### config.mk
export PLATFORM = sky130hd
export DESIGN_NAME = wbm_spi_tx
export DESIGN_NICKNAME = d
export VERILOG_FILES = /design/src/rtl/wbm_spi_tx_pkg.sv /design/src/rtl/wbm_spi_tx_clock_domain_import.sv /design/src/rtl/wbm_spi_tx.sv
export SDC_FILE = /design/constraint.sdc
export NUM_CORES = 1
export LEC_CHECK = 0
export BUFFER_PORTS_ARGS = -buffer_cell sky130_fd_sc_hd__buf_2
export CAP_MARGIN = 10
export CORE_UTILIZATION = 45
export CTS_BUF_LIST = sky130_fd_sc_hd__clkbuf_2 sky130_fd_sc_hd__clkbuf_4 sky130_fd_sc_hd__clkbuf_8
export CTS_CLUSTER_SIZE = 40
export DETAILED_ROUTE_END_ITERATION = 8
export PLACE_DENSITY = 0.63
export SYNTH_ARGS = -nofsm -noshare
export SYNTH_HDL_FRONTEND = slang
export SYNTH_SLANG_ARGS = --single-unit
### constraint.sdc
create_clock -name spi_sck -period 3.4 [get_ports spi_sck]
set_input_delay 0.34 -clock spi_sck [delete_from_list [all_inputs] [get_ports spi_sck]]
set_output_delay 0.34 -clock spi_sck [all_outputs]
set_load 0.05 [all_outputs]
### src/rtl/wbm_spi_tx_pkg.sv
// Shared constants and types for the SPI-slave transmit side of the
// Wishbone-master-over-SPI bridge.
package wbm_spi_tx_pkg;

  localparam int unsigned BYTE_W = 8;

  typedef logic [BYTE_W-1:0] byte_t;

  // Byte shifted out when the Wishbone side has nothing ready.
  localparam byte_t IDLE_FILL = 8'h00;

  // Byte to load into the shift register at a boundary or while deselected.
  function automatic byte_t next_load(input logic pending, input byte_t pend_byte);
    return pending ? pend_byte : IDLE_FILL;
  endfunction

endpackage

### src/rtl/wbm_spi_tx_clock_domain_import.sv
// clock_domain_import: receiving half of a toggle handshake.
// Synchronises the remote toggle into clk, raises valid while the
// synchronised toggle differs from the local ack, and acknowledges
// (copies the synchronised toggle into handshake_local) once ready is seen.
//   clk              in   local clock
//   rst_n            in   asynchronous active-low reset
//   handshake_other  in   toggle from the sending domain
//   handshake_local  out  acknowledge toggle back to the sending domain
//   handshake_buffer in   data held stable by the sending domain
//   data             out  handshake_buffer, for capture while valid
//   ready            in   consumer can take the byte this edge
//   valid            out  a new byte is waiting
module clock_domain_import
  import wbm_spi_tx_pkg::*;
(
  input  logic  clk,
  input  logic  rst_n,
  input  logic  handshake_other,
  output logic  handshake_local,
  input  byte_t handshake_buffer,
  output byte_t data,
  input  logic  ready,
  output logic  valid
);

  logic sync1;
  logic sync2;

  always_ff @(posedge clk or negedge rst_n) begin
    if (!rst_n) begin
      sync1           <= 1'b0;
      sync2           <= 1'b0;
      handshake_local <= 1'b0;
    end else begin
      sync1 <= handshake_other;
      sync2 <= sync1;
      if (valid && ready) begin
        handshake_local <= sync2;
      end
    end
  end

  assign valid = (sync2 != handshake_local);
  // The buffer is stable from the toggle until the ack, so no local copy is kept here.
  assign data  = handshake_buffer;

endmodule

### src/rtl/wbm_spi_tx.sv
// wbm_spi_tx: SPI-slave transmit half of the Wishbone-master-over-SPI bridge.
// Bytes arrive from the Wishbone domain via a toggle handshake, wait in a
// one-byte pending register, and are shifted out MSB-first on spi_sdo.
//   spi_sck          in   SPI clock, sole clock, posedge logic
//   rst_n            in   asynchronous active-low reset
//   spi_csn          in   chip select, active-low
//   spi_sdo          out  MISO, bit 7 of the shift register
//   handshake_wb     in   toggle: new byte in handshake_buffer
//   handshake_buffer in   byte to transmit
//   handshake_spi    out  acknowledge toggle
//   tx_underrun      out  one-cycle pulse: boundary reached with no byte pending
module wbm_spi_tx
  import wbm_spi_tx_pkg::*;
(
  input  logic       spi_sck,
  input  logic       rst_n,
  input  logic       spi_csn,
  output logic       spi_sdo,
  input  logic       handshake_wb,
  input  logic [7:0] handshake_buffer,
  output logic       handshake_spi,
  output logic       tx_underrun
);

  logic [2:0] bit_cnt;
  byte_t      shreg;
  logic       pending;
  byte_t      pend_byte;
  byte_t      imp_data;
  logic       imp_valid;
  logic       capture;
  logic       load;

  clock_domain_import u_import (
    .clk              (spi_sck),
    .rst_n            (rst_n),
    .handshake_other  (handshake_wb),
    .handshake_local  (handshake_spi),
    .handshake_buffer (handshake_buffer),
    .data             (imp_data),
    .ready            (!pending),
    .valid            (imp_valid)
  );

  // Capture only into an empty pending slot; a load only drains a full one,
  // so the two never act on the pending flag in the same edge.
  assign capture = imp_valid && !pending;
  assign load    = spi_csn || (bit_cnt == 3'd7);

  always_ff @(posedge spi_sck or negedge rst_n) begin
    if (!rst_n) begin
      bit_cnt     <= '0;
      shreg       <= IDLE_FILL;
      pending     <= 1'b0;
      pend_byte   <= '0;
      tx_underrun <= 1'b0;
    end else begin
      tx_underrun <= 1'b0;

      if (spi_csn) begin
        bit_cnt <= '0;
      end else begin
        bit_cnt <= bit_cnt + 3'd1;
      end

      if (load) begin
        shreg <= next_load(pending, pend_byte);
        if (pending) begin
          pending <= 1'b0;
        end else if (!spi_csn) begin
          tx_underrun <= 1'b1;
        end
      end else begin
        shreg <= {shreg[BYTE_W-2:0], 1'b0};
      end

      if (capture) begin
        pending   <= 1'b1;
        pend_byte <= imp_data;
      end
    end
  end

  assign spi_sdo = shreg[BYTE_W-1];

endmodule

== After elaboration in Yosys (flattened, before gate mapping) ==
Index checks and enable logic that the tools add are counted.

* Register bits: 24
* Input port bits: 12
* Output and inout port bits: 3
* Word-level logic and storage cells: 23

* Add/subtract/negate cells: 1
* Eq/ne operators: 2
* Multiplexer cells: 8
* Reduce and logical (&&, ||, !) cells: 4

{| class="wikitable"
|+ Operators with widths
! kind !! count
|-
| 8-bit 2-to-1 mux || 2
|-
| 1-bit 2-to-1 mux || 5
|-
| 3-bit by 1-bit adder with 3-bit output (second input constant) || 1
|-
| 3-bit equality test (second input constant) || 1
|-
| 3-bit 2-to-1 mux || 1
|-
| 2-bit nonzero test || 1
|-
| 1-bit logical AND || 1
|-
| 1-bit zero test || 1
|-
| 1-bit logical OR || 1
|-
| 1-bit inequality test || 1
|}

== Depth between registers and ports, before layout ==
* Depth in word-level cells: 4
* Depth in mapped cells: 6
* Mapped depth without buffers: 5

== Cells and area by module ==
A second synthesis with hierarchy kept.

* Cells, all modules: 79
* Area, all modules: 1003.5 µm²

{| class="wikitable"
|+ Modules (own cells, without submodules)
! module !! instances !! cells each !! area an instance (µm²) !! sequential area each (µm²)
|-
| wbm_spi_tx || 1 || 66 || 844.6 || 525.5
|-
| clock_domain_import || 1 || 13 || 158.9 || 75.1
|}

== Least setup slack after synthesis ==
OpenSTA, ideal clock, no wires.

* Kind: flip-flop to flip-flop
* Start: register u_import.handshake_local
* End: register pend_byte[0]
* Library setup time: 0.125 ns
* Data arrival time: 1.436 ns
* Required time: 3.275 ns
* Setup slack: 1.839 ns
* Stages on the path, launching flop included: 5
* Buffers on the path: 1
* Clock period less this slack: 1.561 ns
* Cells stage by stage: dfrtp_1 xor2_1 nor2b_4 buf_12 mux2_4

* Cells in the longest elaborated chain, start to end: 2

{| class="wikitable"
|+ Ends and longest elaborated chain
! what !! line !! RTL
|-
| start, declared || wbm_spi_tx_clock_domain_import.sv:19 || <nowiki>output logic handshake_local,</nowiki>
|-
| start signal, assigned || wbm_spi_tx_clock_domain_import.sv:38 || <nowiki>handshake_local <= sync2;</nowiki>
|-
| 1-bit inequality test || wbm_spi_tx_clock_domain_import.sv:43 || <nowiki>assign valid = (sync2 != handshake_local);</nowiki>
|-
| 1-bit logical AND || wbm_spi_tx.sv:47 || <nowiki>assign capture = imp_valid && !pending;</nowiki>
|-
| end signal, assigned || wbm_spi_tx.sv:79 || <nowiki>pend_byte <= imp_data;</nowiki>
|-
| end, declared || wbm_spi_tx.sv:28 || <nowiki>byte_t pend_byte;</nowiki>
|}

Every way passes these cells.
A chain may end at the register's enable or synchronous reset.

== Final worst setup path ==
* Start: register bit_cnt[0]
* End: register shreg[3]

* Cells in the longest elaborated chain, start to end: 3

{| class="wikitable"
|+ Ends and longest elaborated chain
! what !! line !! RTL
|-
| start, declared || wbm_spi_tx.sv:25 || <nowiki>logic [2:0] bit_cnt;</nowiki>
|-
| start signal, assigned || wbm_spi_tx.sv:63 || <nowiki>bit_cnt <= bit_cnt + 3'd1;</nowiki>
|-
| 3-bit equality test || wbm_spi_tx.sv:48 || <nowiki>assign load = spi_csn || (bit_cnt == 3'd7);</nowiki>
|-
| 1-bit logical OR || wbm_spi_tx.sv:48 ||
|-
| 8-bit 2-to-1 mux || wbm_spi_tx.sv:66 || <nowiki>if (load) begin</nowiki>
|-
| end signal, assigned || wbm_spi_tx.sv:67 || <nowiki>shreg <= next_load(pending, pend_byte);</nowiki>
|-
| end signal, assigned || wbm_spi_tx.sv:74 || <nowiki>shreg <= {shreg[BYTE_W-2:0], 1'b0};</nowiki>
|-
| end, declared || wbm_spi_tx.sv:26 || <nowiki>byte_t shreg;</nowiki>
|}

Every way passes these cells.

==> impl_metrics.csv <==
group,metric,value,unit
floorplan,fp-row-count,16,
worst_setup_path,cp_data_required_time,3.56,ns
layout,antenna_cells,0,
global_route,track_usage,0.136,
route,drc_errors,0,
floorplan,dieHeight,47.8,µm
sta,tightest_slew,0.788,ns
synth,ys_seq_area_frac,0.637,
clock_tree,h-tree-depth,1,
layout,nNetsFinal,100,
global_route,grt_first_pass_wirelength,1.97,mm
worst_setup_path,critPathLaunchType,"flop",
clock_tree,clock_latency,0.31,ns
clock_tree,cts_inserted_buffers,3,
floorplan,core_area,1960,µm²
power_and_ir_drop,powerDensity,833,nW/µm²
worst_setup_path,cpMaxStageDelayCell,"nor2_1",
sta,slew_headroom,0.473,
power_and_ir_drop,p_leak,0.528,nW
sta,fin_setup_tns,0,ns
sta,finClkSkew,0.00940,ns
floorplan,die_w,47.8,µm
min_path,hp-start,"handshake_wb",
power_and_ir_drop,ir_worst_vdd,0.430,mV
clock_tree,ctsResizeCount,0,
worst_setup_path,crit_top_cell,"ha_1",
placed_design,dpl.hpwl,880,µm
route,viasPerCell,4.63,
route,dr.pass1.iters,2,
worst_setup_path,rr_worst_depth,4,
floorplan,ios,15,
sta,finalHoldViolCount,0,
sta,fmax,569,MHz
placed_design,routabilityCongestion,0.659,
worst_setup_path,r2r-end,"shreg[3]$_DFF_PN0_",
clock_tree,cts_tree,"yes",
synth,ys_ff_latch,24,
clock_tree,cts_root_buf,"clkbuf_4",
synth,avgSynthCellArea,13.7,µm²
worst_setup_path,worst_ep_arrival_time,1.91,ns
synth,synth_fp_nets,83,
clock_tree,clkSinkCount,24,
sta,whs,0.123,ns
global_route,gr-total-overflow,0,
clock_tree,clk_pin_slew,0.13,ns
sta,maxSlewViolCount,0,
route,drt_iter0_drc,3,
route,ant_nets,0,
global_route,antenna_found_initial,0,
worst_setup_path,critPathKind,"reg2reg",
clock_tree,post-cts-setup-buffers,0,
layout,fill_cells,188,
worst_setup_path,critical_path.endpoint_type,"flop",
clock_tree,ctsHoldBuffers,1,
synth,synth_area,943,µm²
layout,drive_above_1_share,0.341,
global_route,grt_pass1_vias,455,
min_path,hold_class,"in2reg",
worst_setup_path,reg2reg_slack,1.64,ns
layout,final_cell_mix,"24 x dfrtp_1, 15 x nand2_1, 14 x buf_2, 8 x mux2_4, 7 x o21ai_0",
floorplan,dieArea,2280,µm²
layout,layout_commonest_cell,"dfrtp_1",
sta,setup_viol,0,
worst_setup_path,path_max_fanout,16,
run,cap_viol_max_count,0,
synth,synth_cell_type_count,13,
synth,syn_inst,69,
worst_setup_path,r2r-start,"bit_cnt[0]$_DFF_PN0_",
floorplan,start_util,0.481,
global_route,grt_max_degree,25,
route,wl_per_cell,11.5,µm
worst_setup_path,cp_cell_sequence,"ha_1 -> ha_1 -> nor2_1 -> o21ai_0",
route,vias,518,
worst_setup_path,critical-path-max-stage-delay,0.62,ns
sta,rsz0062_at_grt,"false",
placed_design,io_buffer_count,14,
layout,syn_to_final_growth,12.7,%
min_path,min_to,"u_import.sync1$_DFF_PN0_",
status,status,"complete, no violations",
sta,period_needed,1.76,ns
sta,fin_crit_sh,0.517,
route,routed_wl,1.29,mm
synth,yosys_warnings,0,
clock_tree,clock_path_buffers,2,
min_path,hold_depth,1,
registers in the layout (all words and copies together) (netlist names):
signal	count
u_import.sync2	1
tx_underrun	1
u_import.handshake_local	1
u_import.sync1	1
bit_cnt	3
shreg	8
pending	1
pend_byte	8
cell type report:
type | instances | area [µm²] | share of cell area
well taps | 27 | 33.8 | 0.0318
multi-input cells | 42 | 313 | 0.294
repair buffers | 15 | 80.1 | 0.0753
clock buffers | 4 | 36.3 | 0.0341
flip-flops and latches | 24 | 601 | 0.565
synth_stat cells:
master,n,area (µm²)
nor2b_1,2,12.5
buf_2,2,10.0
xor2_1,1,8.76
o21ai_0,7,35.0
mux2_2,2,22.5
nor3b_1,1,7.51
nor2_1,3,11.3
dfrtp_1,24,601
nor2b_4,1,13.8
ha_1,2,25.0
nand2_1,15,56.3
buf_12,1,20.0
mux2_4,8,120
metal layers:
metal,vias up,global-route usage,wire (µm)
li1,259,-,-
met1,244,0.181,649
met2,13,0.200,577
met3,2,0.0340,47
met4,0,0.0833,11
met5,-,0,0
critical path: cells and delay by family (launching register included):
family                     cells  cell delay, ns
and+or+nand+nor                1            0.62
DFF                            1            0.40
adders and majority gates      2            0.38
AOI/OAI and AO/OA              1            0.22
how the worst max path moves through the flow:
stage,end,cells past startpoint,slack [ns],startpoint
global route,shreg[5]$_DFF_PN0_,4,1.50,bit_cnt[0]$_DFF_PN0_
detailed placement,shreg[3]$_DFF_PN0_,4,1.64,bit_cnt[0]$_DFF_PN0_
finish,shreg[3]$_DFF_PN0_,4,1.64,bit_cnt[0]$_DFF_PN0_
global placement,shreg[6]$_DFF_PN0_,4,1.69,bit_cnt[0]$_DFF_PN0_
floorplan,pend_byte[0]$_DFFE_PN0P_,4,1.84,u_import.handshake_local$_DFFE_PN0P_
CTS,shreg[3]$_DFF_PN0_,4,1.63,bit_cnt[0]$_DFF_PN0_
kinds of logic (layout without fill, tap and decap cells):
logic type                 count (synthesis)  count (layout)  share of synthesized area
DFF                                       24              24                      0.637
xor gates and xnor gates                   1               1                    0.00929
AOI/OAI and AO/OA                          7               7                     0.0371
adders and majority gates                  2               2                     0.0265
buffers and inverters                      3              19                     0.0318
and+or+nand+nor                           22              22                      0.107
muxes                                     10              10                      0.151
where the power goes:
part | switching [mW] | internal [mW] | total, mW
registers | 0.0680 | 0.388 | 0.456
logic | 0.126 | 0.158 | 0.284
clock network | 0.0806 | 0.0653 | 0.146
total | 0.275 | 0.611 | 0.886
stage by stage:
step,util,area (µm²),worst slack (ns),power [mW],cells
after floorplan,-,943,1.84,0.717,69
after global placement,0.518,1020,1.69,0.741,107
after detailed placement,0.518,1020,1.64,0.752,107
after CTS,0.542,1060,1.63,0.902,112
after global routing,0.542,1060,1.50,0.947,112
final,0.542,1060,1.64,0.886,112
No activity file was read; power rests on OpenSTA's default activity.
